### config.mk
export PLATFORM = sky130hd
export DESIGN_NAME = rv_decode_stage
export DESIGN_NICKNAME = d
export VERILOG_FILES = /design/src/rtl/rv_decode_stage.sv
export SDC_FILE = /design/constraint.sdc
export NUM_CORES = 1
export LEC_CHECK = 0
export CORE_MARGIN = 5
export CORE_UTILIZATION = 48
export DETAILED_ROUTE_END_ITERATION = 12
export PLACE_DENSITY = 0.76
export SETUP_SLACK_MARGIN = 0.3
export SYNTH_ARGS = -nofsm -noshare
export SYNTH_HDL_FRONTEND = slang
export SYNTH_SLANG_ARGS = --single-unit
### constraint.sdc
create_clock -name clk -period 6.76 [get_ports clk]
set_input_delay 2.028 -clock clk [delete_from_list [all_inputs] [get_ports clk]]
set_output_delay 2.028 -clock clk [all_outputs]
set_load 0.1 [all_outputs]
### src/rtl/rv_decode_stage.sv
// RV64 decode stage: decodes on the input side into a DEPTH-entry FIFO, head visible 1 cycle after push.
// Backpressure: in_ready drops when full, during flush, or in reset; a pop never frees space for a same-cycle push.
module rv_decode_stage #(
    parameter int BUS_DATA_WIDTH = 64,
    parameter int DEPTH          = 2,
    parameter int CNT_WIDTH      = 32
) (
    input  logic                      clk,
    input  logic                      reset,
    input  logic                      flush,
    input  logic                      in_valid,
    output logic                      in_ready,
    input  logic [31:0]               in_instr,
    input  logic [BUS_DATA_WIDTH-1:0] in_pc,
    output logic                      out_valid,
    input  logic                      out_ready,
    output logic [BUS_DATA_WIDTH-1:0] out_pc,
    output logic [4:0]                out_rd,
    output logic [4:0]                out_rs1,
    output logic [4:0]                out_rs2,
    output logic [BUS_DATA_WIDTH-1:0] out_imm,
    output logic [2:0]                out_fmt,
    output logic [6:0]                out_opcode,
    output logic [2:0]                out_funct3,
    output logic [6:0]                out_funct7,
    output logic                      out_is_word,
    output logic                      out_rd_we,
    output logic                      out_illegal,
    output logic [CNT_WIDTH-1:0]      decoded_cnt,
    output logic [CNT_WIDTH-1:0]      illegal_cnt
);

    localparam int PTR_W = (DEPTH > 1) ? $clog2(DEPTH) : 1;
    localparam int OCC_W = $clog2(DEPTH + 1);
    localparam logic [PTR_W-1:0] LAST_PTR  = PTR_W'(DEPTH - 1);
    localparam logic [OCC_W-1:0] DEPTH_OCC = OCC_W'(DEPTH);

    localparam logic [2:0] FMT_R   = 3'd0;
    localparam logic [2:0] FMT_I   = 3'd1;
    localparam logic [2:0] FMT_S   = 3'd2;
    localparam logic [2:0] FMT_B   = 3'd3;
    localparam logic [2:0] FMT_U   = 3'd4;
    localparam logic [2:0] FMT_J   = 3'd5;
    localparam logic [2:0] FMT_ILL = 3'd7;

    typedef struct packed {
        logic [BUS_DATA_WIDTH-1:0] pc;
        logic [BUS_DATA_WIDTH-1:0] imm;
        logic [31:0]               instr;
        logic [2:0]                fmt;
        logic                      is_word;
        logic                      rd_we;
        logic                      illegal;
    } entry_t;

    entry_t             mem_q [DEPTH];
    entry_t             last_q, last_d;
    entry_t             new_c, head_c;
    logic [PTR_W-1:0]   wr_ptr_q, wr_ptr_d, rd_ptr_q, rd_ptr_d;
    logic [OCC_W-1:0]   occ_q, occ_d;
    logic [CNT_WIDTH-1:0] dec_cnt_q, dec_cnt_d, ill_cnt_q, ill_cnt_d;
    logic               push, pop;

    logic [6:0]                opc_c, f7_c;
    logic [2:0]                f3_c, fmt_c;
    logic                      bad_c, rd_we_c;
    logic [BUS_DATA_WIDTH-1:0] imm_c;

    assign opc_c = in_instr[6:0];
    assign f3_c  = in_instr[14:12];
    assign f7_c  = in_instr[31:25];

    // Format classification plus the per-opcode funct3/funct7 legality rules.
    always_comb begin
        fmt_c = FMT_ILL;
        bad_c = 1'b0;
        case (opc_c)
            7'b0110111, 7'b0010111: fmt_c = FMT_U;
            7'b1101111:             fmt_c = FMT_J;
            7'b1100111: begin fmt_c = FMT_I; bad_c = (f3_c != 3'b000); end
            7'b0000011: begin fmt_c = FMT_I; bad_c = (f3_c == 3'b111); end
            7'b0010011, 7'b0011011: fmt_c = FMT_I;
            7'b0100011: begin fmt_c = FMT_S; bad_c = (f3_c > 3'b011); end
            7'b1100011: begin
                fmt_c = FMT_B;
                bad_c = (f3_c == 3'b010) || (f3_c == 3'b011);
            end
            7'b0110011, 7'b0111011: begin
                fmt_c = FMT_R;
                bad_c = !((f7_c == 7'b0000000) || (f7_c == 7'b0100000) || (f7_c == 7'b0000001));
            end
            default: bad_c = 1'b1;
        endcase
        if (in_instr[1:0] != 2'b11) begin
            bad_c = 1'b1;
        end
        if (bad_c) begin
            fmt_c = FMT_ILL;
        end
    end

    always_comb begin
        imm_c = '0;
        case (fmt_c)
            FMT_I: imm_c = {{(BUS_DATA_WIDTH-12){in_instr[31]}}, in_instr[31:20]};
            FMT_S: imm_c = {{(BUS_DATA_WIDTH-12){in_instr[31]}}, in_instr[31:25], in_instr[11:7]};
            FMT_B: imm_c = {{(BUS_DATA_WIDTH-13){in_instr[31]}}, in_instr[31], in_instr[7],
                            in_instr[30:25], in_instr[11:8], 1'b0};
            FMT_U: imm_c = {{(BUS_DATA_WIDTH-32){in_instr[31]}}, in_instr[31:12], 12'b0};
            FMT_J: imm_c = {{(BUS_DATA_WIDTH-21){in_instr[31]}}, in_instr[31], in_instr[19:12],
                            in_instr[20], in_instr[30:21], 1'b0};
            default: imm_c = '0;
        endcase
    end

    assign rd_we_c = ((fmt_c == FMT_R) || (fmt_c == FMT_I) || (fmt_c == FMT_U) || (fmt_c == FMT_J))
                     && (in_instr[11:7] != 5'd0);

    always_comb begin
        new_c         = '0;
        new_c.pc      = in_pc;
        new_c.imm     = imm_c;
        new_c.instr   = in_instr;
        new_c.fmt     = fmt_c;
        new_c.is_word = (opc_c == 7'b0011011) || (opc_c == 7'b0111011);
        new_c.rd_we   = rd_we_c;
        new_c.illegal = bad_c;
    end

    assign in_ready  = reset && (occ_q < DEPTH_OCC) && !flush;
    assign out_valid = (occ_q != '0) && !flush;
    assign push      = in_valid && in_ready;
    assign pop       = out_valid && out_ready;

    // An empty queue shows the last popped entry; reset zeroes that register, so head reads 0 in reset.
    assign head_c = (occ_q != '0) ? mem_q[rd_ptr_q] : last_q;

    always_comb begin
        occ_d     = occ_q;
        wr_ptr_d  = wr_ptr_q;
        rd_ptr_d  = rd_ptr_q;
        last_d    = last_q;
        dec_cnt_d = dec_cnt_q;
        ill_cnt_d = ill_cnt_q;
        if (flush) begin
            occ_d    = '0;
            wr_ptr_d = '0;
            rd_ptr_d = '0;
        end else begin
            if (push) begin
                wr_ptr_d = (wr_ptr_q == LAST_PTR) ? '0 : wr_ptr_q + PTR_W'(1);
            end
            if (pop) begin
                rd_ptr_d  = (rd_ptr_q == LAST_PTR) ? '0 : rd_ptr_q + PTR_W'(1);
                last_d    = mem_q[rd_ptr_q];
                dec_cnt_d = dec_cnt_q + CNT_WIDTH'(1);
                if (mem_q[rd_ptr_q].illegal) begin
                    ill_cnt_d = ill_cnt_q + CNT_WIDTH'(1);
                end
            end
            case ({push, pop})
                2'b10:   occ_d = occ_q + OCC_W'(1);
                2'b01:   occ_d = occ_q - OCC_W'(1);
                default: occ_d = occ_q;
            endcase
        end
    end

    always_ff @(posedge clk or negedge reset) begin
        if (!reset) begin
            occ_q     <= '0;
            wr_ptr_q  <= '0;
            rd_ptr_q  <= '0;
            last_q    <= '0;
            dec_cnt_q <= '0;
            ill_cnt_q <= '0;
        end else begin
            occ_q     <= occ_d;
            wr_ptr_q  <= wr_ptr_d;
            rd_ptr_q  <= rd_ptr_d;
            last_q    <= last_d;
            dec_cnt_q <= dec_cnt_d;
            ill_cnt_q <= ill_cnt_d;
        end
    end

    always_ff @(posedge clk) begin
        if (push) begin
            mem_q[wr_ptr_q] <= new_c;
        end
    end

    assign out_pc      = head_c.pc;
    assign out_imm     = head_c.imm;
    assign out_fmt     = head_c.fmt;
    assign out_is_word = head_c.is_word;
    assign out_rd_we   = head_c.rd_we;
    assign out_illegal = head_c.illegal;
    assign out_opcode  = head_c.instr[6:0];
    assign out_rd      = head_c.instr[11:7];
    assign out_funct3  = head_c.instr[14:12];
    assign out_rs1     = head_c.instr[19:15];
    assign out_rs2     = head_c.instr[24:20];
    assign out_funct7  = head_c.instr[31:25];
    assign decoded_cnt = dec_cnt_q;
    assign illegal_cnt = ill_cnt_q;

endmodule

---- After elaboration in Yosys (flattened, before gate mapping) ----
Memory sizes are Yosys's and may differ from the RTL's.
Index checks and enable logic that the tools add are counted.
word-level totals
  register bits after elaboration ......... 234
  bits in writable memories ............... 332
  input port bits ......................... 101
  output and inout port bits .............. 232
  logic and storage cells ................. 91
  memories ................................ 1
memories
  name   words  bits a word  rd ports  clocked after memory_dff  write ports  line  text
  mem_q  2      166          1         0                         1            56    entry_t mem_q [DEPTH];
operators by class
  add/sub/neg operators ................... 6
  order comparisons ....................... 2
  eq/ne operators ......................... 24
  mux-type cells .......................... 16
  bitwise gates (word level) .............. 1
  reduce and logical (&&, ||, !) cells .... 29
operators by type and width
  kind                                                                    number
  64-bit case mux with 5 select lines                                     1
  166-bit two-way mux                                                     1
  32-bit by 1-bit adder with 32-bit output (second input constant)        2
  7-bit by 6-bit equality test with 1-bit output (second input constant)  5
  7-bit by 5-bit equality test with 1-bit output (second input constant)  3
  7-bit equality test (second input constant)                             3
  3-bit case mux with 6 select lines                                      1
  3-bit by 2-bit equality test with 1-bit output (second input constant)  4
  3-bit equality test (second input constant)                             3
  1-bit two-way mux                                                       9
  7-bit by 1-bit equality test with 1-bit output (second input constant)  1
  7-bit by 2-bit equality test with 1-bit output (second input constant)  1
  7-bit zero test                                                         1
  1-bit logical OR                                                        7
  1-bit logical AND                                                       6
  1-bit case mux with 6 select lines                                      1
  2-bit nonzero test                                                      3
  3-bit nonzero test                                                      2
  5-bit nonzero test                                                      1
  5-bit OR reduction                                                      1
  2-bit case mux with 2 select lines                                      1
  2-bit OR reduction                                                      2
  4-bit OR reduction                                                      1
  3-bit by 1-bit equality test with 1-bit output (second input constant)  1
  15 further kinds                                                        17

---- Logic depth before layout (Yosys ltp) ----
Gate-level depths: netlist (run 1).
  word-level depth ........................ 12
  depth in mapped cells ................... 8
  depth with buffers taken out ............ 6

---- Worst setup path before layout (run 1) ----
OpenSTA, ideal clock, no wires.
  kind .................................... input port to flip-flop
  from .................................... input port flush
  to ...................................... memory mem_q[0][0] (netlist name) (enable)
  library setup time ...................... 0.628 ns
  arrival time ............................ 10.459 ns
  data required time ...................... 6.132 ns
  setup slack ............................. -4.327 ns
  stages .................................. 3
  path buffers ............................ 0
  cells stage by stage .................... nor3b_1 -> nand2_1 -> nor2_1
on the way
  cells in the longest elaborated chain, start to end .. 5
RTL lines
  element                                  line  text
  start: declaration                       10    input logic flush,
  1-bit zero test                          130   assign in_ready = reset && (occ_q < DEPTH_OCC) && !flush;
  1-bit logical AND                        130
  1-bit logical AND                        132   assign push = in_valid && in_ready;
  1-bit two-way mux                        188   if (push) begin
  1-bit two-way mux (implied by the code)  189   mem_q[wr_ptr_q] <= new_c;
  end: declaration                         56
Every way passes these cells.

---- Worst setup path after layout (run 1) ----
  from .................................... register occ_q[1]
  to ...................................... output port out_pc[56]
on the way
  cells in the longest elaborated chain, start to end .. 2
RTL lines
  element                   line  text
  start: declaration        60    logic [OCC_W-1:0] occ_q, occ_d;
  start signal: assignment  171   occ_q <= '0;
  start signal: assignment  178   occ_q <= occ_d;
  2-bit nonzero test        136   assign head_c = (occ_q != '0) ? mem_q[rd_ptr_q] : last_q;
  166-bit two-way mux       136
  end: declaration          17    output logic [BUS_DATA_WIDTH-1:0] out_pc,
Every way passes these cells.

==> results of run 1 <==
-- sequential cells by signal, summed over array words and instances, names as in the netlist --
| register | flops |
|---|---|
| last_q | 134 |
| mem_q | 268 |
| occ_q | 2 |
| illegal_cnt | 32 |
| wr_ptr_q | 1 |
| decoded_cnt | 32 |
| rd_ptr_q | 1 |
-- how the worst min path moves through the flow --
stage / endpoint / slack, ps / depth (start not counted)
final: decoded_cnt[31]$_DFFE_PN0P_ / 480 / 1
after global routing: decoded_cnt[31]$_DFFE_PN0P_ / 490 / 1
after CTS: decoded_cnt[31]$_DFFE_PN0P_ / 470 / 1
after detailed placement: decoded_cnt[31]$_DFFE_PN0P_ / 470 / 1
after global placement: decoded_cnt[31]$_DFFE_PN0P_ / 460 / 1
after floorplan: last_q[0]$_DFFE_PN0P_ / 450 / 1
-- cells in the final DEF (no fill, tap or decap), types with 3 or more instances in the layout --
| cell | instances |
|---|---|
| clkbuf_1 | 16 |
| inv_1 | 17 |
| clkinvlp_4 | 3 |
| xnor2_1 | 34 |
| clkinv_1 | 5 |
| nand3_1 | 27 |
| edfxtp_1 | 268 |
| and4_1 | 6 |
| and2_1 | 10 |
| buf_4 | 49 |
| or3_1 | 3 |
| o21ai_0 | 138 |
| nor2b_1 | 3 |
| nand3b_1 | 4 |
| clkbuf_8 | 4 |
| and3_1 | 11 |
| nand2_1 | 193 |
| mux2i_1 | 134 |
| clkdlybuf4s50_1 | 296 |
| nand4_1 | 11 |
| xor2_1 | 31 |
| bufinv_16 | 3 |
| clkbuf_16 | 47 |
| buf_12 | 6 |
| nor4_1 | 4 |
| nor3_1 | 19 |
| clkinv_2 | 7 |
| nand2b_1 | 4 |
| a21oi_1 | 141 |
| nor2_1 | 169 |
| a22oi_1 | 4 |
| dfrtp_1 | 201 |
-- power by group through the flow --
stage	registers [mW]	clock network (mW)	logic, mW
finish	3.63	2.56	5.00
global route	3.68	2.72	5.21
CTS	3.63	2.61	5.04
detailed placement	3.68	0	5.03
global placement	3.66	0	4.98
floorplan	3.72	0	3.92
-- cells by family (layout without fill, tap and decap cells) --
logic type	after synthesis	after routing	share of synthesized area, %
and+or+nand+nor	484	484	11.1
DFF	470	470	67.6
AOI/OAI and AO/OA	296	296	7.92
muxes	135	135	6.98
buffers and inverters	135	457	3.36
xor gates and xnor gates	65	65	2.94
adders and majority gates	2	2	0.129
-- through the flow --
stage	cell area [um^2]	utilization, %
4_1_cts	24500	61.5
3_3_place_gp	23000	57.7
5_1_grt	24500	61.5
3_5_place_dp	23000	57.7
2_1_floorplan	19400	-
6_report	24500	61.5
-- area by class of cell --
| class | count | area [um^2] |
|---|---|---|
| sequential | 470 | 13100 |
| timing repair buffer | 352 | 3470 |
| clock inverter | 21 | 219 |
| clock buffer | 67 | 1290 |
| inverter | 17 | 63.8 |
| multi-input combinational | 982 | 5670 |
| tap | 525 | 657 |
| fill | 3062 | 15400 |
-- metal layers --
layer | track usage (%) | part of all wire [%] | up-vias
li1 | - | - | 6137
met2 | 33.9 | 49 | 392
met3 | 4.66 | 6.5 | 87
met5 | 0 | 0.049 | -
met4 | 6.51 | 2.7 | 4
met1 | 27.6 | 42 | 6379
-- critical path, stage by stage (launching register included) --
cell             delay [ps]
dfrtp_1                 430
or2_4                   720
buf_4                   570
nor2_1                  100
a21oi_1                 160
clkdlybuf4s50_1        1160
==> key figures, run 1 <==
Place
  • Pre-CTS setup slack: approximately 1400 ps
  • Placed Cells: approximately 2300
  • Final GP Congestion: 0.820
  • Dpl hpwl: 31600 um
  • IO Port Bufs: 332

Synthesis
  • Netlist cell types: 52
  • Post-synth top cells: edfxtp_1, dfrtp_1, nand2_1, nor2_1, a21oi_1
  • Synthesized net count: 1690
  • Synthesized netlist cell count: 1587
  • Top cell type by total area after synthesis: edfxtp_1
  • Most common flop cell mapped by yosys: edfxtp_1
  • Most frequent cell after synthesis: edfxtp_1
  • Mapped Area: 0.0194 mm^2
  • Yosys top cell area share: roughly two fifths
  • Yosys Warn Count: 0
  • Seq/Total Area, Yosys: between 60% and 70%
  • Largest cells by area after synthesis: edfxtp_1, dfrtp_1, mux2i_1
  • Post-synth EDFFs: 268
  • Mean Syn Cell Area: about 12 um^2
  • Ys async rst share: a little over two fifths
  • FF+latch count, synth: 470

Worst hold path
  • Min-delay worst type: register to register
  • Start point of the worst hold path: decoded_cnt[31]$_DFFE_PN0P_

Setup path
  • Worst setup endpoint: out_pc[56]
  • Setup crit start: occ_q[1]$_DFFE_PN0P_
  • Setup crit end kind: output port
  • Reg2reg setup slack: 3690 ps
  • CP required: roughly 4700 ps
  • Worst Path Arrival: around 3800 ps
  • Crit Path Category: register to output port
  • Worst r2r src: rd_ptr_q$_DFFE_PN0P_
  • R2R Path End: illegal_cnt[31]$_DFFE_PN0P_
  • Startpoint Class: register
  • Worst-path maximum fanout: 81
  • R2R depth: 7

Timing
  • Final hold vios: 0
  • Setup slack after layout: 955 ps
  • Fmax: roughly 0.17 GHz
  • Setup tns final: 0 ps
  • Final Setup Violations: 0
  • Slew @ Worst Pin: roughly 1200 ps
  • Min cycle time layout: around 5800 ps
  • Slew margin rel.: between 15 and 20%
  • Worst hold margin: ~480 ps
  • RSZ-0062 raised after global routing: no
  • Max Slew Vio Count: 0
  • Final period util: between 80% and 90%
  • Clk_skew: ~17 ps

Pwr
  • Gate power share: between 40% and 50%
  • Sw frac: a little under half
  • Leakage: 9.36 nW
  • Internal power: 5.91 mW
  • Psw: roughly 5.3 mW
  • Clock power frac: between 20% and 30%
  • Worst vdd ir: between 0.8 and 0.9 mV
  • Sequential fraction of design power: 32.4%
  • Pwr Total: 11.2 mW
  • Power density cells: between 400 and 500 mW/mm^2

Route
  • Post-route antenna net violation count: 0
  • Vias per std cell: around 5.3
  • Final wirelength: ~47000 um
  • TritonRoute pass-1 iters: 5
  • Drc violations: 0
  • Drt wl/cell: a little under 20 um
  • DRT iter0 DRCs: roughly 1100
  • Detailed-route via count: 13000

Floorplanning
  • Num rows: 73
  • Die X: 211 um
  • Chip Height: between 200 and 250 um
  • Core area: approximately 0.040 mm^2
  • Starting Density: between 40% and 50%
  • Top Ports: 333
  • Die Area: between 0.04 and 0.05 mm^2

GRT
  • First-pass GRT wire length: roughly 73000 um
  • Initial antenna violation count: 2
  • Vias in the first global route: ~13000
  • GRT overflow: 0
  • Largest net degree at the start of global routing: roughly 100
  • GRT Overall Usage: between 20% and 30%

Layout
  • Antenna Cells: 0
  • Post-Layout Cell Count: ~2400
  • Layout cells sized above 1: under 10%
  • Area growth from synthesis to layout: 26.2%
  • Final Net Count: 1973

Clocking
  • Post_cts resized: 0
  • Clock transition at path regs: ~60 ps
  • Post-CTS Setup Bufs: 0
  • CTS sink cnt: between 400 and 500
  • Cts hold-fix bufs: 0
  • Clock buffer depth: 3
  • Clk_lat worst skew: 590 ps
  • CTS tree: done
  • Root cell of the clock tree: clkbuf_16
  • CTS Buf Count: 47
  • H-tree levels: 2

Run status
  • Status: finished, final reports clean

Run
  • Max-Cap Viols: 0
(Power assumes the default switching activity.)
==> run 2, diff against run 1 <==
--- a/config.mk
+++ b/config.mk
@@ -8,6 +8,7 @@
 export CORE_MARGIN = 5
 export CORE_UTILIZATION = 48
 export DETAILED_ROUTE_END_ITERATION = 12
+export GPL_ROUTABILITY_DRIVEN = 0
 export PLACE_DENSITY = 0.76
 export SETUP_SLACK_MARGIN = 0.3
 export SYNTH_ARGS = -nofsm -noshare
==> results of run 2 <==
Final layout, timing and power as in run 1 (identical DEF).
==> run 3, diff against run 2 <==
--- a/config.mk
+++ b/config.mk
@@ -9,6 +9,8 @@
 export CORE_UTILIZATION = 48
 export DETAILED_ROUTE_END_ITERATION = 12
 export GPL_ROUTABILITY_DRIVEN = 0
+export GPL_TIMING_DRIVEN = 0
+export HOLD_SLACK_MARGIN = 0.08
 export PLACE_DENSITY = 0.76
 export SETUP_SLACK_MARGIN = 0.3
 export SYNTH_ARGS = -nofsm -noshare
==> run 3 against run 2 <==
First-iteration DRC count grew 5.7%. Worst hold slack got worse by 12 ps. Final cell count grew 4.4%. Utilization increased by 1.3 points. Combinational power rose by 3%. Die area unchanged. Largest cell class unchanged. Highest routed layer is now met4.
==> key figures, run 3 (synthesis gave the netlist of run 1 again) <==
Run status
  • Status: finished, final reports clean

Setup path
  • CP required: roughly 4700 ps
  • Worst Path Buf+Inv: 4
  • Worst Path Arrival: 4120 ps
  • Crit path largest cell delay: between 1000 and 1500 ps
  • Crit Path Category: register to output port
  • Worst path top cell family by delay: buffers and inverters
  • Worst-path maximum fanout: 10
  • Startpoint Class: register
  • Setup crit end kind: output port
  • Slowest stage cell on the critical path: clkdlybuf4s50_1
  • CP dominant cell by count: clkbuf_1
  • Critical path, cell by cell: or2_2 -> clkbuf_1 -> clkbuf_1 -> clkbuf_1 -> a21oi_1 -> clkdlybuf4s50_1

Floorplanning
  • Core area: between 0.03 and 0.04 mm^2
  • Chip Height: ~210 um
  • Top Ports: approximately 330
  • Die Area: 0.0445 mm^2
  • Num rows: 73
  • Starting Density: 48.7%
  • Die X: between 200 and 250 um

Route
  • Final wirelength: ~51000 um
  • Drc violations: 0
  • Post-route antenna net violation count: 0
  • Vias per std cell: around 5.4
  • DRT iter0 DRCs: between 1000 and 1500
  • Detailed-route via count: ~14000
  • Drt wl/cell: around 20 um
  • TritonRoute pass-1 iters: 8

Timing
  • RSZ-0062 raised after global routing: no
  • Min cycle time layout: between 6000 and 7000 ps
  • Slew margin rel.: ~27%
  • Fmax: 0.163 GHz
  • Final Setup Violations: 0
  • Slew @ Worst Pin: between 1000 and 1500 ps
  • Setup tns final: 0 ps
  • Clk_skew: around 11 ps
  • Final hold vios: 0
  • Setup slack after layout: slightly above 600 ps
  • Final period util: 90.9%
  • Max Slew Vio Count: 0

Pwr
  • Clock power frac: between 20 and 25%
  • Gate power share: between 40 and 50%
  • Psw: about 5.4 mW
  • Leakage: about 9.6 nW
  • Sequential fraction of design power: between 30% and 40%
  • Internal power: ~6 mW
  • Power density cells: between 400 and 500 mW/mm^2
  • Sw frac: 47.2%
  • Pwr Total: 11.4 mW
  • Worst vdd ir: approximately 0.56 mV

Clocking
  • CTS sink cnt: 470
  • Clock transition at path regs: about 60 ps
  • Post-CTS Setup Bufs: 0
  • CTS Buf Count: 48
  • Clock buffer depth: 3
  • Root cell of the clock tree: clkbuf_16
  • Clk_lat worst skew: 570 ps
  • H-tree levels: 2
  • CTS tree: done

Layout
  • Area growth from synthesis to layout: 28.9%
  • Layout cells sized above 1: between 8 and 9%
  • Most frequent cells in the layout: clkdlybuf4s50_1, edfxtp_1, dfrtp_1, nand2_1, nor2_1
  • Most common cell after layout, fill and taps aside: clkdlybuf4s50_1
  • Post-Layout Cell Count: roughly 2500
  • Final Net Count: 2080
  • Top reg by flops: mem_q
  • Max reg flops: roughly 270
  • Largest registers: mem_q (268), last_q (134)
  • Final Util: around 63%
  • Number of fill cells: roughly 3100
  • Antenna Cells: 0

Place
  • Pre-CTS setup slack: -53.6 ps
  • Dpl hpwl: between 30000 and 40000 um
  • IO Port Bufs: about 330
  • Placed Cells: ~2500

Worst hold path
  • Min-delay worst type: register to register

GRT
  • Largest net degree at the start of global routing: ~110
  • Initial antenna violation count: 0
  • GRT Overall Usage: around 23%
  • First-pass GRT wire length: ~79000 um
  • Vias in the first global route: 14100
  • GRT overflow: 0

Run
  • Max-Cap Viols: 0
-- run 3: cell count changes in the layout (fill, tap and decap cells not counted), sizes merged --
cell,previous run,this run
clkdlybuf4s15,0,4
clkinvlp,3,2
buf,56,63
inv,18,20
clkdlybuf4s50,296,297
clkbuf,67,156
clkinv,14,20
-- run 3: per-stage QoR --
step	hold WS, ps	area, um^2
after floorplan	450	19400
after global placement	456	23400
after detailed placement	455	23600
after CTS	467	25100
after global routing	499	25000
final	465	25000
-- run 3: final cells by class --
type                       count  area [um^2]  area share [%]
inverter                      17         63.8           0.255
clock inverter                28          224           0.896
tap                          525          657            2.63
sequential                   470        13100            52.4
buffer                       118          588            2.35
timing repair buffer         340         3370            13.5
multi-input combinational    982         5670            22.7
clock buffer                  62         1330            5.30
-- run 3: what timing repair did --
item,4_1_cts,5_1_grt
hold endpoints to repair,0,0
resized for setup,72,32
hold buffers,0,0
endpoints found under the setup margin,34,30
-- run 3: path summary, 6_finish.rpt --
| path | slack, ps | from | depth (start not counted) | endpoint |
|---|---|---|---|---|
| setup reg to reg | 3890 | occ_q[1]$_DFFE_PN0P_ | 7 | last_q[11]$_DFFE_PN0P_ |
| hold reg to reg | 460 | illegal_cnt[31]$_DFFE_PN0P_ | 1 | illegal_cnt[31]$_DFFE_PN0P_ |
| max in group asynchronous | 4210 | reset | 2 | last_q[136]$_DFFE_PN0P_ |
| hold / removal | 460 | illegal_cnt[31]$_DFFE_PN0P_ | 1 | illegal_cnt[31]$_DFFE_PN0P_ |
| min in group asynchronous | 1500 | reset | 1 | last_q[20]$_DFFE_PN0P_ |
| setup / recovery | 610 | occ_q[1]$_DFFE_PN0P_ | 6 | out_funct7[4] |
-- run 3: per-layer routing --
metal	track usage [%]	wire, um	vias to the layer above
li1	-	-	6352
met4	5.23	1070	0
met3	4.23	3190	76
met5	0	0	-
met1	30.5	21300	6804
met2	38.5	25800	485
-- run 3: power by group through the flow --
stage / clock [mW] / combinational [mW] / sequential [mW]
floorplan: 0 / 3.92 / 3.72
global placement: 0 / 5.20 / 3.65
detailed placement: 0 / 5.27 / 3.67
CTS: 2.66 / 5.24 / 3.62
global route: 2.77 / 5.37 / 3.67
finish: 2.60 / 5.17 / 3.62
